===== src/rtl/pbkdf2_stage2.sv =====
// pbkdf2_stage2
// Final PBKDF2-HMAC-SHA256 stage of the scrypt(N,1,1) pipeline. It computes
// T1 = HMAC-SHA256(P, B || INT(1)) from the 1024-bit ROMix output B and the
// precomputed HMAC inner/outer midstates of the password P. One iterative
// SHA-256 compression engine is reused for four compressions: two over B,
// one padding block carrying INT(1), and the outer hash over the inner digest.
//
// Ports:
//   clk        - sole clock, rising edge
//   reset_n    - synchronous reset, active HIGH (historical name kept)
//   init       - start request, level-sampled in IDLE/DONE
//   in         - salt block B, word 0 = in[1023:992]
//   ixor_hash  - SHA-256 state after (key ^ ipad), H0 = [255:224]
//   oxor_hash  - SHA-256 state after (key ^ opad), H0 = [255:224]
//   out        - final digest, H0 = [255:224]
//   valid      - out holds a completed result
module pbkdf2_stage2 (
    input  logic          clk,
    input  logic          reset_n,
    input  logic          init,
    input  logic [1023:0] in,
    input  logic [255:0]  ixor_hash,
    input  logic [255:0]  oxor_hash,
    output logic [255:0]  out,
    output logic          valid
);

    typedef enum logic [2:0] {IDLE, LOAD, ROUND, ADD, DONE} state_t;

    localparam logic [31:0] K [64] = '{
        32'h428a2f98, 32'h71374491, 32'hb5c0fbcf, 32'he9b5dba5, 32'h3956c25b, 32'h59f111f1, 32'h923f82a4, 32'hab1c5ed5,
        32'hd807aa98, 32'h12835b01, 32'h243185be, 32'h550c7dc3, 32'h72be5d74, 32'h80deb1fe, 32'h9bdc06a7, 32'hc19bf174,
        32'he49b69c1, 32'hefbe4786, 32'h0fc19dc6, 32'h240ca1cc, 32'h2de92c6f, 32'h4a7484aa, 32'h5cb0a9dc, 32'h76f988da,
        32'h983e5152, 32'ha831c66d, 32'hb00327c8, 32'hbf597fc7, 32'hc6e00bf3, 32'hd5a79147, 32'h06ca6351, 32'h14292967,
        32'h27b70a85, 32'h2e1b2138, 32'h4d2c6dfc, 32'h53380d13, 32'h650a7354, 32'h766a0abb, 32'h81c2c92e, 32'h92722c85,
        32'ha2bfe8a1, 32'ha81a664b, 32'hc24b8b70, 32'hc76c51a3, 32'hd192e819, 32'hd6990624, 32'hf40e3585, 32'h106aa070,
        32'h19a4c116, 32'h1e376c08, 32'h2748774c, 32'h34b0bcb5, 32'h391c0cb3, 32'h4ed8aa4a, 32'h5b9cca4f, 32'h682e6ff3,
        32'h748f82ee, 32'h78a5636f, 32'h84c87814, 32'h8cc70208, 32'h90befffa, 32'ha4506ceb, 32'hbef9a3f7, 32'hc67178f2
    };

    function automatic logic [31:0] big_sigma0(input logic [31:0] x);
        return {x[1:0], x[31:2]} ^ {x[12:0], x[31:13]} ^ {x[21:0], x[31:22]};
    endfunction

    function automatic logic [31:0] big_sigma1(input logic [31:0] x);
        return {x[5:0], x[31:6]} ^ {x[10:0], x[31:11]} ^ {x[24:0], x[31:25]};
    endfunction

    function automatic logic [31:0] small_sigma0(input logic [31:0] x);
        return {x[6:0], x[31:7]} ^ {x[17:0], x[31:18]} ^ {3'b000, x[31:3]};
    endfunction

    function automatic logic [31:0] small_sigma1(input logic [31:0] x);
        return {x[16:0], x[31:17]} ^ {x[18:0], x[31:19]} ^ {10'b0, x[31:10]};
    endfunction

    state_t        state;
    logic [1023:0] salt;
    logic [255:0]  ohash;
    logic [255:0]  inner;
    logic [31:0]   hv [8];
    logic [31:0]   wv [8];
    logic [31:0]   w  [16];
    logic [5:0]    t;
    logic [1:0]    blk;

    logic [511:0]  msg;
    logic [31:0]   t1;
    logic [31:0]   t2;
    logic [31:0]   w_next;
    logic [31:0]   hsum [8];

    // Message for the current block. blk2 carries INT(1) plus padding for a
    // 1568-bit inner message; blk3 is the inner digest padded to 768 bits.
    always_comb begin
        msg = '0;
        case (blk)
            2'd0:    msg = salt[1023:512];
            2'd1:    msg = salt[511:0];
            2'd2:    msg = {32'h00000001, 32'h80000000, 416'd0, 32'h00000620};
            default: msg = {inner, 32'h80000000, 192'd0, 32'h00000300};
        endcase
    end

    // One SHA-256 round. w[0] always holds W[t]; w_next is W[t+16], which
    // keeps the 16-word window rolling without storing the full schedule.
    always_comb begin
        t1 = wv[7] + big_sigma1(wv[4]) + ((wv[4] & wv[5]) ^ (~wv[4] & wv[6])) + K[t] + w[0];
        t2 = big_sigma0(wv[0]) + ((wv[0] & wv[1]) ^ (wv[0] & wv[2]) ^ (wv[1] & wv[2]));
        w_next = small_sigma1(w[14]) + w[9] + small_sigma0(w[1]) + w[0];
        for (int i = 0; i < 8; i++) begin
            hsum[i] = hv[i] + wv[i];
        end
    end

    // Control FSM and datapath. After the blk2 add, the chaining value is
    // swapped for the outer midstate so blk3 computes the outer hash.
    always_ff @(posedge clk) begin
        if (reset_n) begin
            state <= IDLE;
            valid <= 1'b0;
            out   <= '0;
            blk   <= 2'd0;
            t     <= 6'd0;
            for (int i = 0; i < 8; i++) begin
                hv[i] <= 32'd0;
                wv[i] <= 32'd0;
            end
        end else begin
            case (state)
                IDLE, DONE: begin
                    if (init) begin
                        salt  <= in;
                        ohash <= oxor_hash;
                        valid <= 1'b0;
                        blk   <= 2'd0;
                        for (int i = 0; i < 8; i++) begin
                            hv[i] <= ixor_hash[255 - 32*i -: 32];
                        end
                        state <= LOAD;
                    end
                end
                LOAD: begin
                    for (int i = 0; i < 8; i++) begin
                        wv[i] <= hv[i];
                    end
                    for (int i = 0; i < 16; i++) begin
                        w[i] <= msg[511 - 32*i -: 32];
                    end
                    t     <= 6'd0;
                    state <= ROUND;
                end
                ROUND: begin
                    wv[0] <= t1 + t2;
                    wv[1] <= wv[0];
                    wv[2] <= wv[1];
                    wv[3] <= wv[2];
                    wv[4] <= wv[3] + t1;
                    wv[5] <= wv[4];
                    wv[6] <= wv[5];
                    wv[7] <= wv[6];
                    for (int i = 0; i < 15; i++) begin
                        w[i] <= w[i+1];
                    end
                    w[15] <= w_next;
                    t     <= t + 6'd1;
                    if (t == 6'd63) begin
                        state <= ADD;
                    end
                end
                ADD: begin
                    if (blk == 2'd3) begin
                        for (int i = 0; i < 8; i++) begin
                            hv[i] <= hsum[i];
                        end
                        out   <= {hsum[0], hsum[1], hsum[2], hsum[3],
                                  hsum[4], hsum[5], hsum[6], hsum[7]};
                        valid <= 1'b1;
                        state <= DONE;
                    end else if (blk == 2'd2) begin
                        inner <= {hsum[0], hsum[1], hsum[2], hsum[3],
                                  hsum[4], hsum[5], hsum[6], hsum[7]};
                        for (int i = 0; i < 8; i++) begin
                            hv[i] <= ohash[255 - 32*i -: 32];
                        end
                        blk   <= 2'd3;
                        state <= LOAD;
                    end else begin
                        for (int i = 0; i < 8; i++) begin
                            hv[i] <= hsum[i];
                        end
                        blk   <= blk + 2'd1;
                        state <= LOAD;
                    end
                end
                default: state <= IDLE;
            endcase
        end
    end

endmodule


===== config.mk =====
export PLATFORM = sky130hd
export DESIGN_NAME = pbkdf2_stage2
export DESIGN_NICKNAME = d
export VERILOG_FILES = /design/src/rtl/pbkdf2_stage2.sv
export SDC_FILE = /design/constraint.sdc
export NUM_CORES = 2
export LEC_CHECK = 0
export ABC_AREA = 1
export BUFFER_PORTS_ARGS = -buffer_cell sky130_fd_sc_hd__buf_2
export CAP_MARGIN = 20
export CORE_MARGIN = 5
export CORE_UTILIZATION = 25
export CTS_BUF_LIST = sky130_fd_sc_hd__clkbuf_8 sky130_fd_sc_hd__clkbuf_16
export CTS_CLUSTER_DIAMETER = 80
export DETAILED_ROUTE_END_ITERATION = 8
export GPL_ROUTABILITY_DRIVEN = 0
export PLACE_DENSITY = 0.43
export SLEW_MARGIN = 20
export SYNTH_ARGS = -nofsm -noshare
export SYNTH_HDL_FRONTEND = slang
export SYNTH_SLANG_ARGS = --single-unit

===== constraint.sdc =====
create_clock -name clk -period 64.2 [get_ports clk]
set_input_delay 9.63 -clock clk [delete_from_list [all_inputs] [get_ports clk]]
set_output_delay 9.63 -clock clk [all_outputs]
set_load 0.01 [all_outputs]

* Word level (Yosys, flattened, before mapping) *
Memory sizes are Yosys's and may differ from the RTL's.
Cells that the tools add are included.

word-level totals
  memory bits (read-only) = 2,048
  RAM bits = 1,024
  register bits = 1,804
  output and inout port bits = 257
  logic and storage cells = 245
  input bits = 1,539
  memories kept = 4

cells by class
  mux-type cells = 105
  magnitude comparators = 1
  add/subtract/negate cells = 20
  eq/ne operators = 12
  reductions and logical operators = 11
  bitwise logic cells = 84

memories
  memory            depth  bits a word  read ports  clocked after Yosys merged registers in  write ports  RTL line  source
  (name not given)  64     32           1           0                                        0            88        t1 = wv[7] + big_sigma1(wv[4]) + ((wv[4] & wv[5]) ^ (~wv[4] & wv[6])) + K[t] + w[0];
  w                 16     32           16          0                                        16           63        logic [31:0] w [16];
  hv                8      32           8           0                                        8            61        logic [31:0] hv [8];
  wv                8      32           8           0                                        8            62        logic [31:0] wv [8];

operators with widths
  cell                                                                    number
  32-bit 2-to-1 mux                                                       66
  512-bit case mux with 3 select lines                                    1
  32-bit adder                                                            18
  32-bit XOR                                                              9
  32-bit AND                                                              5
  1-bit OR                                                                64
  32-bit NOT                                                              1
  32-bit by 22-bit XOR with 32-bit output                                 1
  32-bit by 29-bit XOR with 32-bit output                                 1
  1-bit 2-to-1 mux                                                        28
  3-bit case mux with 4 select lines                                      1
  6-bit case mux with 2 select lines                                      1
  3-bit 2-to-1 mux                                                        3
  3-bit AND reduction                                                     3
  2-bit != test (second input constant)                                   4
  7-bit >= comparator (second input constant)                             1
  6-bit NOT with 7-bit output                                             1
  6-bit by 1-bit adder with 6-bit output (second input constant)          1
  3-bit by 2-bit equality test with 1-bit output (second input constant)  2
  6-bit equality test (second input constant)                             1
  2-bit 2-to-1 mux                                                        3
  2-bit equality test (second input constant)                             2
  2-bit case mux with 2 select lines                                      1
  2-bit AND reduction                                                     2
  other kinds (11)                                                        13

* Longest topological paths before layout *
  word-level depth = 9
  depth in mapped cells = 44
  depth with buffers taken out = 43

* Worst setup path before layout *
OpenSTA, ideal clock, no wires.

  path type = input to register
  start = in init
  end = mem hv[5][23], in the netlist hv[1][55], data pin
  path buffers = 1
  library setup time = 0.135 ns
  stages on the path = 8
  required time = 64.065 ns
  setup slack = 15.916 ns
  arrival time = 48.150 ns
  path through = inv_1 > nor2_1 > inv_2 > nor2_2 > clkbuf_1 > a22o_1 > nand2_1 > nand2_1

RTL lines
  what         RTL line  source
  from (decl)  20        input logic init,
  to (decl)    61

* Worst setup path in the final report *
  start = in init
  end = reg salt[193], enable pin

on the way
  cells in the longest elaborated chain, start to end = 1

RTL lines
  what                           RTL line  source
  3-bit AND reduction (no line)  --
  to (signal assigned)           113       salt <= in;
  to (decl)                      58        logic [1023:0] salt;

Every way passes these cells.
A chain may end at the register's enable or synchronous reset.

==> flow_summary.yaml <==
floorplanning:
  die_h_um: 762
  start_util_pct: 25.1
  dieArea_um2: 581000
  chipWidth_um: 762
  rows: 276
  ios: 1796
  core_um2: 565000
timing:
  hold_ws_ps: 442
  maxSlewViolCount: 0
  worst_slew_pin_slew_ps: 1340
  max_freq_mhz: 67.5
  slew_headroom_pct: 10.0
  rsz0062_at_grt: "no"
  period_share_pct: 23.1
  finClkSkew_ps: 130
  tns_ps: 0
  setup_viol: 0
  hold_viol: 0
  fin_crit_ps: 14800
detailed_routing:
  drtIter0Drc: 15000
  wl_per_cell_um: 35.2
  via_per_inst: 5.04
  drc: 0
  routed_wl_um: 836000
  antenna_left: 0
  dr.pass1.iters: 7
  routed-via-count: 120000
critical_path:
  crit_end: "salt[193]"
  worst_path_max_delay_cell: "buf_4"
  rr_endpoint: "wv[0][31]"
  path_common_cell: "buf_4"
  r2r-start: "t[1]"
  cp_data_arrival_time_ps: 15390
  crit_type: "in2reg"
  reg2reg_slack_ps: 53470
  cp-end-kind: "flop"
  crit_path_start_kind: "primary input"
  crit_path_max_fanout: 75
  cp.required_ps: 64790
  r2r_cells: 36
  path_cells: "buf_2 -> inv_1 -> nor2_1 -> inv_2 -> nor2_4 -> buf_4 -> buf_4 -> buf_4 -> buf_4 -> buf_4 -> buf_4"
  critPathMaxStageDelay_ps: 880
  startpoint: "init"
placement:
  dp_cells: 22700
  dpl.hpwl_um: 676000
  port_buffers: 1795
synthesis:
  synth.distinct_cells: 61
  synth_warnings: 0
  synth_edf_count: 2560
  syn_inst: 13900
  syn_area_per_cell_um2: 10.2
  syn_nets: 16000
  ys_seq_area_share_pct: 58.1
  yosys.area.top_type: "edfxtp_1"
  synth_ff_type: "edfxtp_1"
  synthTopCellsByArea: "edfxtp_1 (54%), nand2_1 (10%), dfxtp_1 (3.8%)"
  ys_ff_latch: 2828
  synth_top_area_share_pct: 54.3
  syn-cell-area_um2: 142000
  synthArstFlopShare_pct: 0
global_route:
  grt_max_degree: 170
  first_global_vias: 113000
  track_usage_pct: 27.5
  grt.overflow.total: 0
  grt_pass1_wl_um: 1070000
  antenna_found_initial: 404
cts:
  h-tree-depth: 5
  cts_hold_buf: 0
  clock_latency_ps: 1060
  cts_resized: 0
  clkSlewWorstSetupHoldPaths_ps: 60
  cts_tree: "built"
  post_cts_buffers: 0
  cts_root_buf: "clkbuf_16"
  cts_buffers: 362
  cts_buffer_depth: 4
  clock_sinks: 2828
cells_and_area:
  layout.cells.non_filler: 23700
  fillCellCount: 59500
  area_growth_pct: 21.4
  drive_above_1_share_pct: 16.4
  nNetsFinal: 17700
flow_run:
  drv_cap: 0
outcome:
  status: "finished, final reports clean"
worst_hold_path:
  hold_class: "reg2reg"
  min-delay-start: "out[130]"
  hold_depth: 2
-- logic make-up after synthesis --
group                    after synthesis  synth area share [%]
AND/OR/NAND/NOR                     5762                  16.5
buffers and inverters               1624                  4.43
flip-flops                          2828                  58.1
multiplexers                           1               0.00707
XOR/XNOR                             451                  2.79
AO/OA/AOI/OAI                       2595                  11.8
adder cells (fa/ha/maj)              593                  6.28
-- area by class of cell --
type	instances	area (um^2)	share of cell area (%)
flip-flops and latches	2828	82200	47.8
clock buffers	389	9480	5.51
well taps	7506	9390	5.46
diodes	340	851	0.495
repair buffers	1966	10400	6.08
inverters	999	3800	2.21
clock inverters	291	2360	1.38
multi-input cells	9402	53300	31.0
-- cells in the mapped netlist, drive strengths merged (29+ instances only) --
library cell  instances
a21boi               31
a21o                 47
a21oi               745
a22o                509
a22oi                44
and2                 63
buf                 170
clkbuf              455
dfxtp               268
edfxtp             2560
fa                  195
ha                  397
inv                 999
nand2              3821
nand3               828
nand4                70
nor2                801
nor3                100
o211ai              299
o21a                 33
o21ai               643
o21bai               79
or2                  29
xnor2               166
xor2                285
-- placed cells by master, fill, tap and decap left out, drive strengths merged, types with 166 or more instances in the layout --
master / count
inv: 1097
clkbuf: 389
nor2: 801
edfxtp: 2560
ha: 397
o211ai: 299
nand3: 828
fa: 195
o21ai: 643
buf: 1966
a21oi: 745
a22o: 509
dfxtp: 268
xor2: 285
xnor2: 166
nand2: 3821
diode: 340
-- state kept, by name, indices dropped and copies added, names as in the netlist --
name	flops
ohash	256
valid	1
wv	256
hv	256
inner	256
t	6
w	512
salt	1024
out	256
blk	2
state	3
-- critical path: cells and delay by family --
family	cells	cell delay, ps
buf+inv	9	4740
simple gates	2	770
-- per-layer routing --
layer  wire length, um  GRT usage, %
met5               796             0
met4             64100          17.5
met3             74900          6.34
met2            368000          42.6
met1            328000          34.6
-- how the worst min path moves through the flow --
stage	endpoint
after global placement	out[130]
after CTS	out[130]
final	out[130]
after floorplan	state[2]
after global routing	out[42]
after detailed placement	out[130]
-- stage by stage --
step,worst slack [ps],util [%],instance area (um^2)
3_3_place_gp,48310,28.2,159000
5_1_grt,49090,30.4,171000
2_1_floorplan,15920,-,142000
4_1_cts,49370,30.3,171000
6_report,49400,30.4,172000
3_5_place_dp,48260,28.2,159000
Power is left out: the tool's default activity adds up to more than one toggle a clock period on the data nets, which glitch-free logic cannot reach.
